$ cat config.mk
export PLATFORM = sky130hd
export DESIGN_NAME = core_mem_arbiter_flat
export DESIGN_NICKNAME = d
export VERILOG_FILES = /design/src/rtl/core_pkg.sv /design/src/rtl/core_mem_arbiter_if.sv /design/src/rtl/core_rr_pick2.sv /design/src/rtl/core_mem_arbiter.sv /design/src/flat_wrapper.sv
export SDC_FILE = /design/constraint.sdc
export NUM_CORES = 1
export LEC_CHECK = 0
export BUFFER_PORTS_ARGS = -buffer_cell sky130_fd_sc_hd__clkbuf_2
export CAP_MARGIN = 20
export CORE_MARGIN = 1
export CORE_UTILIZATION = 25
export DETAILED_ROUTE_END_ITERATION = 10
export PLACE_DENSITY = 0.59
export SETUP_SLACK_MARGIN = 0.3
export SYNTH_ARGS = -nofsm -noshare
export SYNTH_HDL_FRONTEND = slang
export SYNTH_HIERARCHICAL = 1
export SYNTH_SLANG_ARGS = --single-unit
$ cat constraint.sdc
create_clock -name clk -period 3.6 [get_ports clk]
set_input_delay 0.18 -clock clk [delete_from_list [all_inputs] [get_ports clk]]
set_output_delay 0.18 -clock clk [all_outputs]
set_load 0.005 [all_outputs]
$ cat src/rtl/core_pkg.sv
// Shared types for the core memory arbiter: FSM states, requester identity and
// the grant-vector bit positions used by the round-robin picker.
package core_pkg;

   typedef enum logic [1:0] {
      IDLE     = 2'd0,
      REQ      = 2'd1,
      WAIT_RSP = 2'd2
   } mem_arb_state_t;

   typedef enum logic {
      OWNER_FETCH = 1'b0,
      OWNER_DATA  = 1'b1
   } mem_owner_t;

   // Bit positions inside the 2-bit request and grant vectors.
   localparam int GNT_FETCH = 0;
   localparam int GNT_DATA  = 1;

   function automatic mem_owner_t owner_of(input logic [1:0] gnt);
      return gnt[GNT_DATA] ? OWNER_DATA : OWNER_FETCH;
   endfunction

endpackage

$ cat src/rtl/core_mem_arbiter_if.sv
// Bundle of the fetch port, the data port, the fetch-invalidate control and the
// shared memory bus. The slave modport is the arbiter's view; master is its environment.
interface core_mem_arbiter_if #(
   parameter int ADDR_W = 32,
   parameter int DATA_W = 32
);
   localparam int STRB_W = DATA_W / 8;

   logic              if_req_valid;
   logic              if_req_ready;
   logic [ADDR_W-1:0] if_req_addr;
   logic              if_rsp_valid;
   logic [DATA_W-1:0] if_rsp_data;

   logic              d_req_valid;
   logic              d_req_ready;
   logic [ADDR_W-1:0] d_req_addr;
   logic              d_req_we;
   logic [DATA_W-1:0] d_req_wdata;
   logic [STRB_W-1:0] d_req_wstrb;
   logic              d_rsp_valid;
   logic [DATA_W-1:0] d_rsp_rdata;

   logic              invalidate_fetch;

   logic              bus_req_valid;
   logic              bus_req_ready;
   logic [ADDR_W-1:0] bus_req_addr;
   logic              bus_req_we;
   logic [DATA_W-1:0] bus_req_wdata;
   logic [STRB_W-1:0] bus_req_wstrb;
   logic              bus_rsp_valid;
   logic [DATA_W-1:0] bus_rsp_data;

   modport slave (
      input  if_req_valid, if_req_addr,
      output if_req_ready, if_rsp_valid, if_rsp_data,
      input  d_req_valid, d_req_addr, d_req_we, d_req_wdata, d_req_wstrb,
      output d_req_ready, d_rsp_valid, d_rsp_rdata,
      input  invalidate_fetch,
      output bus_req_valid, bus_req_addr, bus_req_we, bus_req_wdata, bus_req_wstrb,
      input  bus_req_ready, bus_rsp_valid, bus_rsp_data
   );

   modport master (
      output if_req_valid, if_req_addr,
      input  if_req_ready, if_rsp_valid, if_rsp_data,
      output d_req_valid, d_req_addr, d_req_we, d_req_wdata, d_req_wstrb,
      input  d_req_ready, d_rsp_valid, d_rsp_rdata,
      output invalidate_fetch,
      input  bus_req_valid, bus_req_addr, bus_req_we, bus_req_wdata, bus_req_wstrb,
      output bus_req_ready, bus_rsp_valid, bus_rsp_data
   );

endinterface

$ cat src/rtl/core_rr_pick2.sv
// Two-way round-robin picker: on a conflict the side that did not win last time
// is granted. Purely combinational, one-hot (or zero) grant.
module core_rr_pick2
   import core_pkg::*;
(
   input  logic [1:0] req_i,
   input  mem_owner_t last_grant_i,
   output logic [1:0] gnt_o
);

   // NOTE: every combinational output gets a default first so no path can infer a latch.
   always_comb begin
      gnt_o = 2'b00;
      unique case (req_i)
         2'b01:   gnt_o = 2'b01;
         2'b10:   gnt_o = 2'b10;
         2'b11:   gnt_o = (last_grant_i == OWNER_FETCH) ? 2'b10 : 2'b01;
         default: gnt_o = 2'b00;
      endcase
   end

endmodule

$ cat src/rtl/core_mem_arbiter.sv
// Arbitrates the fetch and data ports onto one memory bus with a single
// outstanding transaction; fetches can be discarded in flight by invalidate_fetch.
module core_mem_arbiter
   import core_pkg::*;
#(
   parameter int ADDR_W = 32,
   parameter int DATA_W = 32
) (
   input logic               clk,
   input logic               rst,
   core_mem_arbiter_if.slave bus_if
);

   localparam int STRB_W = DATA_W / 8;

   mem_arb_state_t    state_q;
   mem_owner_t        last_grant_q;   // also the owner of the transaction in flight
   logic              drop_q;
   logic              if_rsp_valid_q;
   logic              d_rsp_valid_q;

   logic [ADDR_W-1:0] addr_q;
   logic              we_q;
   logic [DATA_W-1:0] wdata_q;
   logic [STRB_W-1:0] wstrb_q;
   logic [DATA_W-1:0] rdata_q;

   logic              in_idle;
   logic              fetch_inv;
   logic [1:0]        req_vec;
   logic [1:0]        gnt_vec;

   // NOTE: ready must answer valid in the same cycle, so the grant is combinational
   // from registered state; it is forced low while rst is held.
   always_comb begin
      in_idle                = (state_q == IDLE) && !rst;
      req_vec                = 2'b00;
      req_vec[GNT_FETCH]     = in_idle && bus_if.if_req_valid && !bus_if.invalidate_fetch;
      req_vec[GNT_DATA]      = in_idle && bus_if.d_req_valid;
      fetch_inv              = bus_if.invalidate_fetch && (last_grant_q == OWNER_FETCH);
   end

   core_rr_pick2 u_pick (
      .req_i        (req_vec),
      .last_grant_i (last_grant_q),
      .gnt_o        (gnt_vec)
   );

   assign bus_if.if_req_ready  = gnt_vec[GNT_FETCH];
   assign bus_if.d_req_ready   = gnt_vec[GNT_DATA];

   assign bus_if.bus_req_valid = (state_q == REQ);
   assign bus_if.bus_req_addr  = addr_q;
   assign bus_if.bus_req_we    = we_q;
   assign bus_if.bus_req_wdata = wdata_q;
   assign bus_if.bus_req_wstrb = wstrb_q;

   assign bus_if.if_rsp_valid  = if_rsp_valid_q;
   assign bus_if.if_rsp_data   = rdata_q;
   assign bus_if.d_rsp_valid   = d_rsp_valid_q;
   assign bus_if.d_rsp_rdata   = rdata_q;

   // NOTE: sequential state uses non-blocking assignments only.
   always_ff @(posedge clk) begin
      if (rst) begin
         state_q        <= IDLE;
         last_grant_q   <= OWNER_FETCH;
         drop_q         <= 1'b0;
         if_rsp_valid_q <= 1'b0;
         d_rsp_valid_q  <= 1'b0;
      end else begin
         if_rsp_valid_q <= 1'b0;
         d_rsp_valid_q  <= 1'b0;
         unique case (state_q)
            IDLE: begin
               drop_q <= 1'b0;
               if (|gnt_vec) begin
                  state_q      <= REQ;
                  last_grant_q <= owner_of(gnt_vec);
               end
            end
            REQ: begin
               if (fetch_inv) drop_q <= 1'b1;
               if (bus_if.bus_req_ready) state_q <= WAIT_RSP;
            end
            WAIT_RSP: begin
               if (bus_if.bus_rsp_valid) begin
                  state_q <= IDLE;
                  drop_q  <= 1'b0;
                  // A dropped fetch still drains the bus but never reaches the core.
                  if (last_grant_q == OWNER_DATA) d_rsp_valid_q <= 1'b1;
                  else if_rsp_valid_q <= !(drop_q || bus_if.invalidate_fetch);
               end else if (fetch_inv) begin
                  drop_q <= 1'b1;
               end
            end
            default: state_q <= IDLE;
         endcase
      end
   end

   // NOTE: request fields and response data carry no reset; they are only
   // observed behind a valid that is itself reset.
   always_ff @(posedge clk) begin
      if (|gnt_vec) begin
         if (gnt_vec[GNT_DATA]) begin
            addr_q  <= bus_if.d_req_addr;
            we_q    <= bus_if.d_req_we;
            wdata_q <= bus_if.d_req_wdata;
            wstrb_q <= bus_if.d_req_wstrb;
         end else begin
            addr_q  <= bus_if.if_req_addr;
            we_q    <= 1'b0;
            wdata_q <= '0;
            wstrb_q <= '0;
         end
      end
      if ((state_q == WAIT_RSP) && bus_if.bus_rsp_valid) rdata_q <= bus_if.bus_rsp_data;
   end

   a_ready_excl : assert property (@(posedge clk) disable iff (rst)
      !(bus_if.if_req_ready && bus_if.d_req_ready));
   a_ready_idle : assert property (@(posedge clk) disable iff (rst)
      (bus_if.if_req_ready || bus_if.d_req_ready) |-> (state_q == IDLE));
   a_rsp_excl   : assert property (@(posedge clk) disable iff (rst)
      !(if_rsp_valid_q && d_rsp_valid_q));

endmodule

$ cat src/flat_wrapper.sv
// flat-port wrapper written by rule: the top's interface ports become plain ports
module core_mem_arbiter_flat import core_pkg::*;
#(
   parameter int ADDR_W = 32,
   parameter int DATA_W = 32
)
  (clk, rst, bus_if_if_req_valid, bus_if_if_req_addr, bus_if_if_req_ready, bus_if_if_rsp_valid, bus_if_if_rsp_data, bus_if_d_req_valid, bus_if_d_req_addr, bus_if_d_req_we, bus_if_d_req_wdata, bus_if_d_req_wstrb, bus_if_d_req_ready, bus_if_d_rsp_valid, bus_if_d_rsp_rdata, bus_if_invalidate_fetch, bus_if_bus_req_valid, bus_if_bus_req_addr, bus_if_bus_req_we, bus_if_bus_req_wdata, bus_if_bus_req_wstrb, bus_if_bus_req_ready, bus_if_bus_rsp_valid, bus_if_bus_rsp_data);
  core_mem_arbiter_if #(.ADDR_W(ADDR_W), .DATA_W(DATA_W)) bus_if_i ();
  input logic clk;
  input logic rst;
  input wire logic [$bits(bus_if_i.if_req_valid)-1:0] bus_if_if_req_valid;
  input wire logic [$bits(bus_if_i.if_req_addr)-1:0] bus_if_if_req_addr;
  output wire logic [$bits(bus_if_i.if_req_ready)-1:0] bus_if_if_req_ready;
  output wire logic [$bits(bus_if_i.if_rsp_valid)-1:0] bus_if_if_rsp_valid;
  output wire logic [$bits(bus_if_i.if_rsp_data)-1:0] bus_if_if_rsp_data;
  input wire logic [$bits(bus_if_i.d_req_valid)-1:0] bus_if_d_req_valid;
  input wire logic [$bits(bus_if_i.d_req_addr)-1:0] bus_if_d_req_addr;
  input wire logic [$bits(bus_if_i.d_req_we)-1:0] bus_if_d_req_we;
  input wire logic [$bits(bus_if_i.d_req_wdata)-1:0] bus_if_d_req_wdata;
  input wire logic [$bits(bus_if_i.d_req_wstrb)-1:0] bus_if_d_req_wstrb;
  output wire logic [$bits(bus_if_i.d_req_ready)-1:0] bus_if_d_req_ready;
  output wire logic [$bits(bus_if_i.d_rsp_valid)-1:0] bus_if_d_rsp_valid;
  output wire logic [$bits(bus_if_i.d_rsp_rdata)-1:0] bus_if_d_rsp_rdata;
  input wire logic [$bits(bus_if_i.invalidate_fetch)-1:0] bus_if_invalidate_fetch;
  output wire logic [$bits(bus_if_i.bus_req_valid)-1:0] bus_if_bus_req_valid;
  output wire logic [$bits(bus_if_i.bus_req_addr)-1:0] bus_if_bus_req_addr;
  output wire logic [$bits(bus_if_i.bus_req_we)-1:0] bus_if_bus_req_we;
  output wire logic [$bits(bus_if_i.bus_req_wdata)-1:0] bus_if_bus_req_wdata;
  output wire logic [$bits(bus_if_i.bus_req_wstrb)-1:0] bus_if_bus_req_wstrb;
  input wire logic [$bits(bus_if_i.bus_req_ready)-1:0] bus_if_bus_req_ready;
  input wire logic [$bits(bus_if_i.bus_rsp_valid)-1:0] bus_if_bus_rsp_valid;
  input wire logic [$bits(bus_if_i.bus_rsp_data)-1:0] bus_if_bus_rsp_data;
  assign bus_if_i.if_req_valid = bus_if_if_req_valid;
  assign bus_if_i.if_req_addr = bus_if_if_req_addr;
  assign bus_if_if_req_ready = bus_if_i.if_req_ready;
  assign bus_if_if_rsp_valid = bus_if_i.if_rsp_valid;
  assign bus_if_if_rsp_data = bus_if_i.if_rsp_data;
  assign bus_if_i.d_req_valid = bus_if_d_req_valid;
  assign bus_if_i.d_req_addr = bus_if_d_req_addr;
  assign bus_if_i.d_req_we = bus_if_d_req_we;
  assign bus_if_i.d_req_wdata = bus_if_d_req_wdata;
  assign bus_if_i.d_req_wstrb = bus_if_d_req_wstrb;
  assign bus_if_d_req_ready = bus_if_i.d_req_ready;
  assign bus_if_d_rsp_valid = bus_if_i.d_rsp_valid;
  assign bus_if_d_rsp_rdata = bus_if_i.d_rsp_rdata;
  assign bus_if_i.invalidate_fetch = bus_if_invalidate_fetch;
  assign bus_if_bus_req_valid = bus_if_i.bus_req_valid;
  assign bus_if_bus_req_addr = bus_if_i.bus_req_addr;
  assign bus_if_bus_req_we = bus_if_i.bus_req_we;
  assign bus_if_bus_req_wdata = bus_if_i.bus_req_wdata;
  assign bus_if_bus_req_wstrb = bus_if_i.bus_req_wstrb;
  assign bus_if_i.bus_req_ready = bus_if_bus_req_ready;
  assign bus_if_i.bus_rsp_valid = bus_if_bus_rsp_valid;
  assign bus_if_i.bus_rsp_data = bus_if_bus_rsp_data;
  core_mem_arbiter #(.ADDR_W(ADDR_W), .DATA_W(DATA_W)) u_core (.clk(clk), .rst(rst), .bus_if(bus_if_i));
endmodule
==> Word-level counts from Yosys, hierarchy flattened <==
Index checks and enable logic that the tools add are counted.
{ "totals": {"reg_bits": 107, "in_bits": 140, "out_inout_bits": 138, "elab_cells": 50} }
{ "op_classes": {"eq_ne": 8, "n_mux": 12, "bitwise_logic": 3, "reduce_logical": 17} }
{ "op_table": {"columns": ["op", "count"], "rows": [
  ["two-way mux 32 bit", 1],
  ["case mux 2 bit (3 select lines)", 2],
  ["two-way mux 2 bit", 4],
  ["equality test 2 bit, second input constant", 3],
  ["logical AND 1 bit", 6],
  ["equality test 2 x 1 -> 1 bit, second input constant", 2],
  ["two-way mux 1 bit", 4],
  ["inequality test 2 bit, second input constant", 2],
  ["OR reduction 4 bit", 1],
  ["zero test 1 bit", 3],
  ["inverter 1 bit", 3],
  ["case mux 1 bit (3 select lines)", 1],
  ["AND reduction 3 bit", 1],
  ["nonzero test 3 bit", 1],
  ["OR reduction 3 bit", 1],
  ["zero test 2 bit", 1],
  ["inequality test 2 x 1 -> 1 bit, second input constant", 1],
  ["AND reduction 2 bit", 1],
  ["OR reduction 2 bit", 1],
  ["logical OR 1 bit", 1]
]} }

==> Longest topological paths before layout <==
{ "depth": {"depth_word": 9, "depth_mapped": 9, "mapped_depth_nobuf": 8} }

==> Cells and area by module <==
The synthesis kept the hierarchy.
{ "modules_own_cells": {"columns": ["module", "n_inst", "cells_per_inst", "area_per_inst_um2", "seq_area_each_um2"], "rows": [
  ["core_mem_arbiter", 1, 249, 4251.6, 3153.0],
  ["core_rr_pick2", 1, 3, 18.8, 0.0]
]} }

==> Least setup slack after synthesis <==
No wires, ideal clock.
{ "synth_timing": {"kind": "register to register", "from": "reg u_core.state_q[0]", "to": "reg u_core.addr_q[0] (netlist: u_core/bus_if.bus_req_addr[0]), enable pin", "setup_time_ps": 397, "arrival_time_ps": 2402, "required_time_ps": 3203, "slack_ps": 801, "path_stages_with_launch": 8, "n_path_buf": 2, "synth_period_minus_slack_ps": 2799, "path_cell_list": "dfxtp_1 > inv_1 > ha_1 > and3_1 > a21boi_0 > buf_4 > clkbuf_1 > or2_2"} }
{ "synth_via": {"elab_cells_between_ends": 10, "cone_classes": "eq/ne: 3; mux: 1; reduce/logical: 6"} }
{ "synth_lines": {"columns": ["element", "line_no", "source"], "rows": [
  ["start: declaration", "core_mem_arbiter.sv:16", "mem_arb_state_t state_q;"],
  ["start signal: assignment", "core_mem_arbiter.sv:66", "state_q <= IDLE;"],
  ["start signal: assignment", "core_mem_arbiter.sv:78", "state_q <= REQ;"],
  ["start signal: assignment", "core_mem_arbiter.sv:84", "if (bus_if.bus_req_ready) state_q <= WAIT_RSP;"],
  ["zero test 2 bit *", "core_mem_arbiter.sv:36", "in_idle = (state_q == IDLE) && !rst;"],
  ["logical AND 1 bit *", "core_mem_arbiter.sv:36", null],
  ["logical AND 1 bit *", "core_mem_arbiter.sv:39", "req_vec[GNT_DATA] = in_idle && bus_if.d_req_valid;"],
  ["named net u_core.req_vec[1]", "core_mem_arbiter.sv:30", "logic [1:0] req_vec;"],
  ["equality test 2 bit / equality test 2 x 1 -> 1 bit (equally long branches)", "core_rr_pick2.sv:14", "unique case (req_i)"],
  ["case mux 2 bit (3 select lines) *", "core_rr_pick2.sv:14", null],
  ["named net bus_if_d_req_ready", "flat_wrapper.sv:21", "output wire logic [$bits(bus_if_i.d_req_ready)-1:0] bus_if_d_req_ready;"],
  ["OR reduction 2 bit *", "core_mem_arbiter.sv:105", "if (|gnt_vec) begin"],
  ["end signal: assignment", "core_mem_arbiter.sv:107", "addr_q <= bus_if.d_req_addr;"],
  ["end signal: assignment", "core_mem_arbiter.sv:112", "addr_q <= bus_if.if_req_addr;"],
  ["end: declaration", "core_mem_arbiter.sv:22", "logic [ADDR_W-1:0] addr_q;"]
]} }
The timed path passes the listed nets; every way through them passes the cells marked *.
A chain may end at the register's enable or synchronous reset.

==> Worst setup path in the final report <==
{ "layout_timing": {"from": "reg u_core.state_q[0]", "to": "reg u_core.wdata_q[10] (netlist: u_core/bus_if.bus_req_wdata[10]), enable pin"} }
{ "layout_via": {"elab_chain_cells": 7, "elab_cells_between_ends": 10, "cone_classes": "eq/ne: 3; mux: 1; reduce/logical: 6"} }
{ "layout_rtl": {"columns": ["element", "line_no", "source"], "rows": [
  ["zero test 2 bit *", "core_mem_arbiter.sv:36", null],
  ["logical AND 1 bit *", "core_mem_arbiter.sv:36", null],
  ["logical AND 1 bit * (2 in a row)", "core_mem_arbiter.sv:38", "req_vec[GNT_FETCH] = in_idle && bus_if.if_req_valid && !bus_if.invalidate_fetch;"],
  ["named net u_core.req_vec[0]", "core_mem_arbiter.sv:30", null],
  ["equality test 2 bit / equality test 2 x 1 -> 1 bit (equally long branches)", "core_rr_pick2.sv:14", null],
  ["case mux 2 bit (3 select lines) *", "core_rr_pick2.sv:14", null],
  ["OR reduction 2 bit *", "core_mem_arbiter.sv:105", null],
  ["end signal: assignment", "core_mem_arbiter.sv:109", "wdata_q <= bus_if.d_req_wdata;"],
  ["end: declaration", "core_mem_arbiter.sv:24", "logic [DATA_W-1:0] wdata_q;"]
]} }
Marks and branches as above.

==> run metrics <==
status=completed; Distinct cells, synth=26; Mapped Area=4270 um2; Setup TNS=0 ps; post-DR wirelength/cell=14.0 um; die width=133 um; fmax=0.370 GHz; share of layout cells above drive strength 1=62.5%; VDD IR-drop max=0.220 mV; placed cell areas=5700 um2; Clock transition at path regs=70 ps; Starting Density=25.7%; buffers added on ports=277; Die ar.=17600 um2; syn_nets=397; P_sw=0.850 mW; internal power=2.55 mW; number of fill cells=1649; CTS tree=built; Hold Crit Class=input port to flop; Hold Slack=20.9 ps; Hold Vio Cnt, Final=0; final worst slack=899 ps; Flop pwr share=49.3%; largest net degree at the start of global routing=73; Post-CTS Resized=0; n_diodes=0; # H-tree levels=3; Die Y=133 um; slew of the pin with the lowest slew margin=724 ps; TritonCTS Buffers=9; final WL=10400 um; initial antenna violation count=0; total clock sinks=107; Clock Latency Late Sink=340 ps; first-pass GRT wire length=16000 um; vias=2945; Synthesis Warnings=6; number of global-route vias before repair=3124; CP endpoint kind=flop; Relative slew margins=51.8%; reg2reg setup slack=900 ps; register area=3150 um2; cells after synthesis=252; GPL Wtd Cong=0.740; Final Cycle Share=75.0%; startpoint of the worst hold path=bus_if_bus_rsp_data[7]; largest fanout on the critical path=37; total gr overflow=0; ANT nets after route=0; WS Path Type=flop to flop; Nets=670; Worst EP arrival=2730 ps; commonest non-fill, non-tap cell in the layout=clkbuf_2; Worst setup startpoint=u_core/state_q[0]; Synth Area per Inst=16.9 um2; #FFs+latches synth=107; multi-input combinational cell area=831 um2; total track usage=11.9%; Via density=3.94; max-slew violations=0; post-synthesis sequential area ratio=73.8%; Pwr Density=546 nW/um2; pre-CTS WS=865 ps; Clock Skew=8.73 ps; Logic pwr share=20.1%; hold_buf cts=17; area grow syn2layout=45.7%; Max Cap Violations=0; Clk pwr share=30.7%; post-route cell area=6220 um2; worst r2r src=u_core/state_q[0]; Clock Tree Buf Depth=2; Post CTS Setup Buffer Count=0; Initial DRC Count=141; Synth async-reset ratio=0%; Leakage=2.76 nW; 1st-pass router iterations=4; most frequent cells in the layout=277 x clkbuf_2, 101 x edfxtp_1, 39 x and2_1; Sw Ratio=25.0%; # IOs=278; Core Area=16600 um2; Residual DRC=0; Post-synth EDFFs=101; Worst setup SP type=flop; Post-synth top flop=edfxtp_1; # setup viols final=0; root buffer cell=clkbuf_16; Row Count=47; RSZ-0062 raised after global routing=no; Critical Path RT=3630 ps; Period minus WS final=2700 ps; Final HPWL DP=7880 um
==> worst max-delay path, cell delays in order, from the launching register on <==
cell and delay [ps]:
dfxtp_1 350, inv_1 120, ha_1 230, nand2_1 60, nor3_1 310, a21boi_1 380, or2_4 550, buf_4 360
==> cell families (layout without fill, tap and decap cells) <==
group | after synthesis | count (layout) | synth area share [%]
fa+ha+maj | 5 | 5 | 1.46
mux | 32 | 32 | 8.44
flops | 107 | 107 | 73.8
simple gates | 52 | 52 | 7.59
buf+inv | 46 | 322 | 7.03
compound gates | 10 | 10 | 1.64
==> routing by layer <==
metal	vias up	wire [um]	part of all wire [%]	global-route usage, %
li1	1424	-	-	-
met2	145	5470	52	21.1
met5	-	0	0	0
met4	0	147	1.4	4.66
met1	1364	4020	38	12.8
met3	12	804	7.7	4.37
==> registers in the layout, indices dropped and copies added, names as in the netlist <==
name                         cells
u_core/bus_if.bus_req_we         1
u_core/bus_if.d_rsp_valid        1
u_core/last_grant_q              1
u_core/drop_q                    1
u_core/state_q                   2
u_core/bus_if.if_rsp_valid       1
u_core/bus_if.bus_req_wstrb      4
u_core/bus_if.bus_req_wdata     32
u_core/bus_if.bus_req_addr      32
u_core/bus_if.d_rsp_rdata       32
==> per-stage QoR <==
stage | power, mW | util (%) | std cells
final | 3.40 | 37.4 | 748
after global routing | 3.59 | 37.4 | 748
after CTS | 3.46 | 37.1 | 744
after detailed placement | 2.38 | 34.2 | 713
after global placement | 2.36 | 34.2 | 713
after floorplan | 2.05 | - | 252
==> cells in the mapped netlist (all sizes together) (4+ instances only) <==
library cell | number | area share (%)
and2 | 39 | 5.7
buf | 36 | 6.2
clkbuf | 4 | 0.35
dfxtp | 6 | 2.8
edfxtp | 101 | 71
ha | 5 | 1.5
inv | 6 | 0.53
mux2 | 32 | 8.4
==> cell type report <==
| type | instances | area share [%] |
|---|---|---|
| Sequential cell | 107 | 50.7 |
| Timing Repair Buffer | 302 | 26.1 |
| Multi-Input combinational cell | 99 | 13.4 |
| Tap cell | 220 | 4.42 |
| Clock buffer | 9 | 3.62 |
| Clock inverter | 5 | 1.41 |
| Inverter | 6 | 0.362 |
==> power by group through the flow <==
stage	Combinational, mW	Clock (mW)	Sequential [mW]
finish	0.682	1.04	1.67
global route	0.761	1.14	1.69
global placement	0.661	0	1.70
floorplan	0.332	0	1.72
detailed placement	0.680	0	1.70
CTS	0.695	1.09	1.68
==> final timing paths <==
check	to	cells past startpoint
setup / recovery	u_core/bus_if.bus_req_wdata[10]	7
hold / removal	u_core/bus_if.d_rsp_rdata[7]	1
setup reg to reg	u_core/bus_if.bus_req_wdata[10]	7
hold reg to reg	u_core/drop_q	2
(Power assumes the default switching activity.)
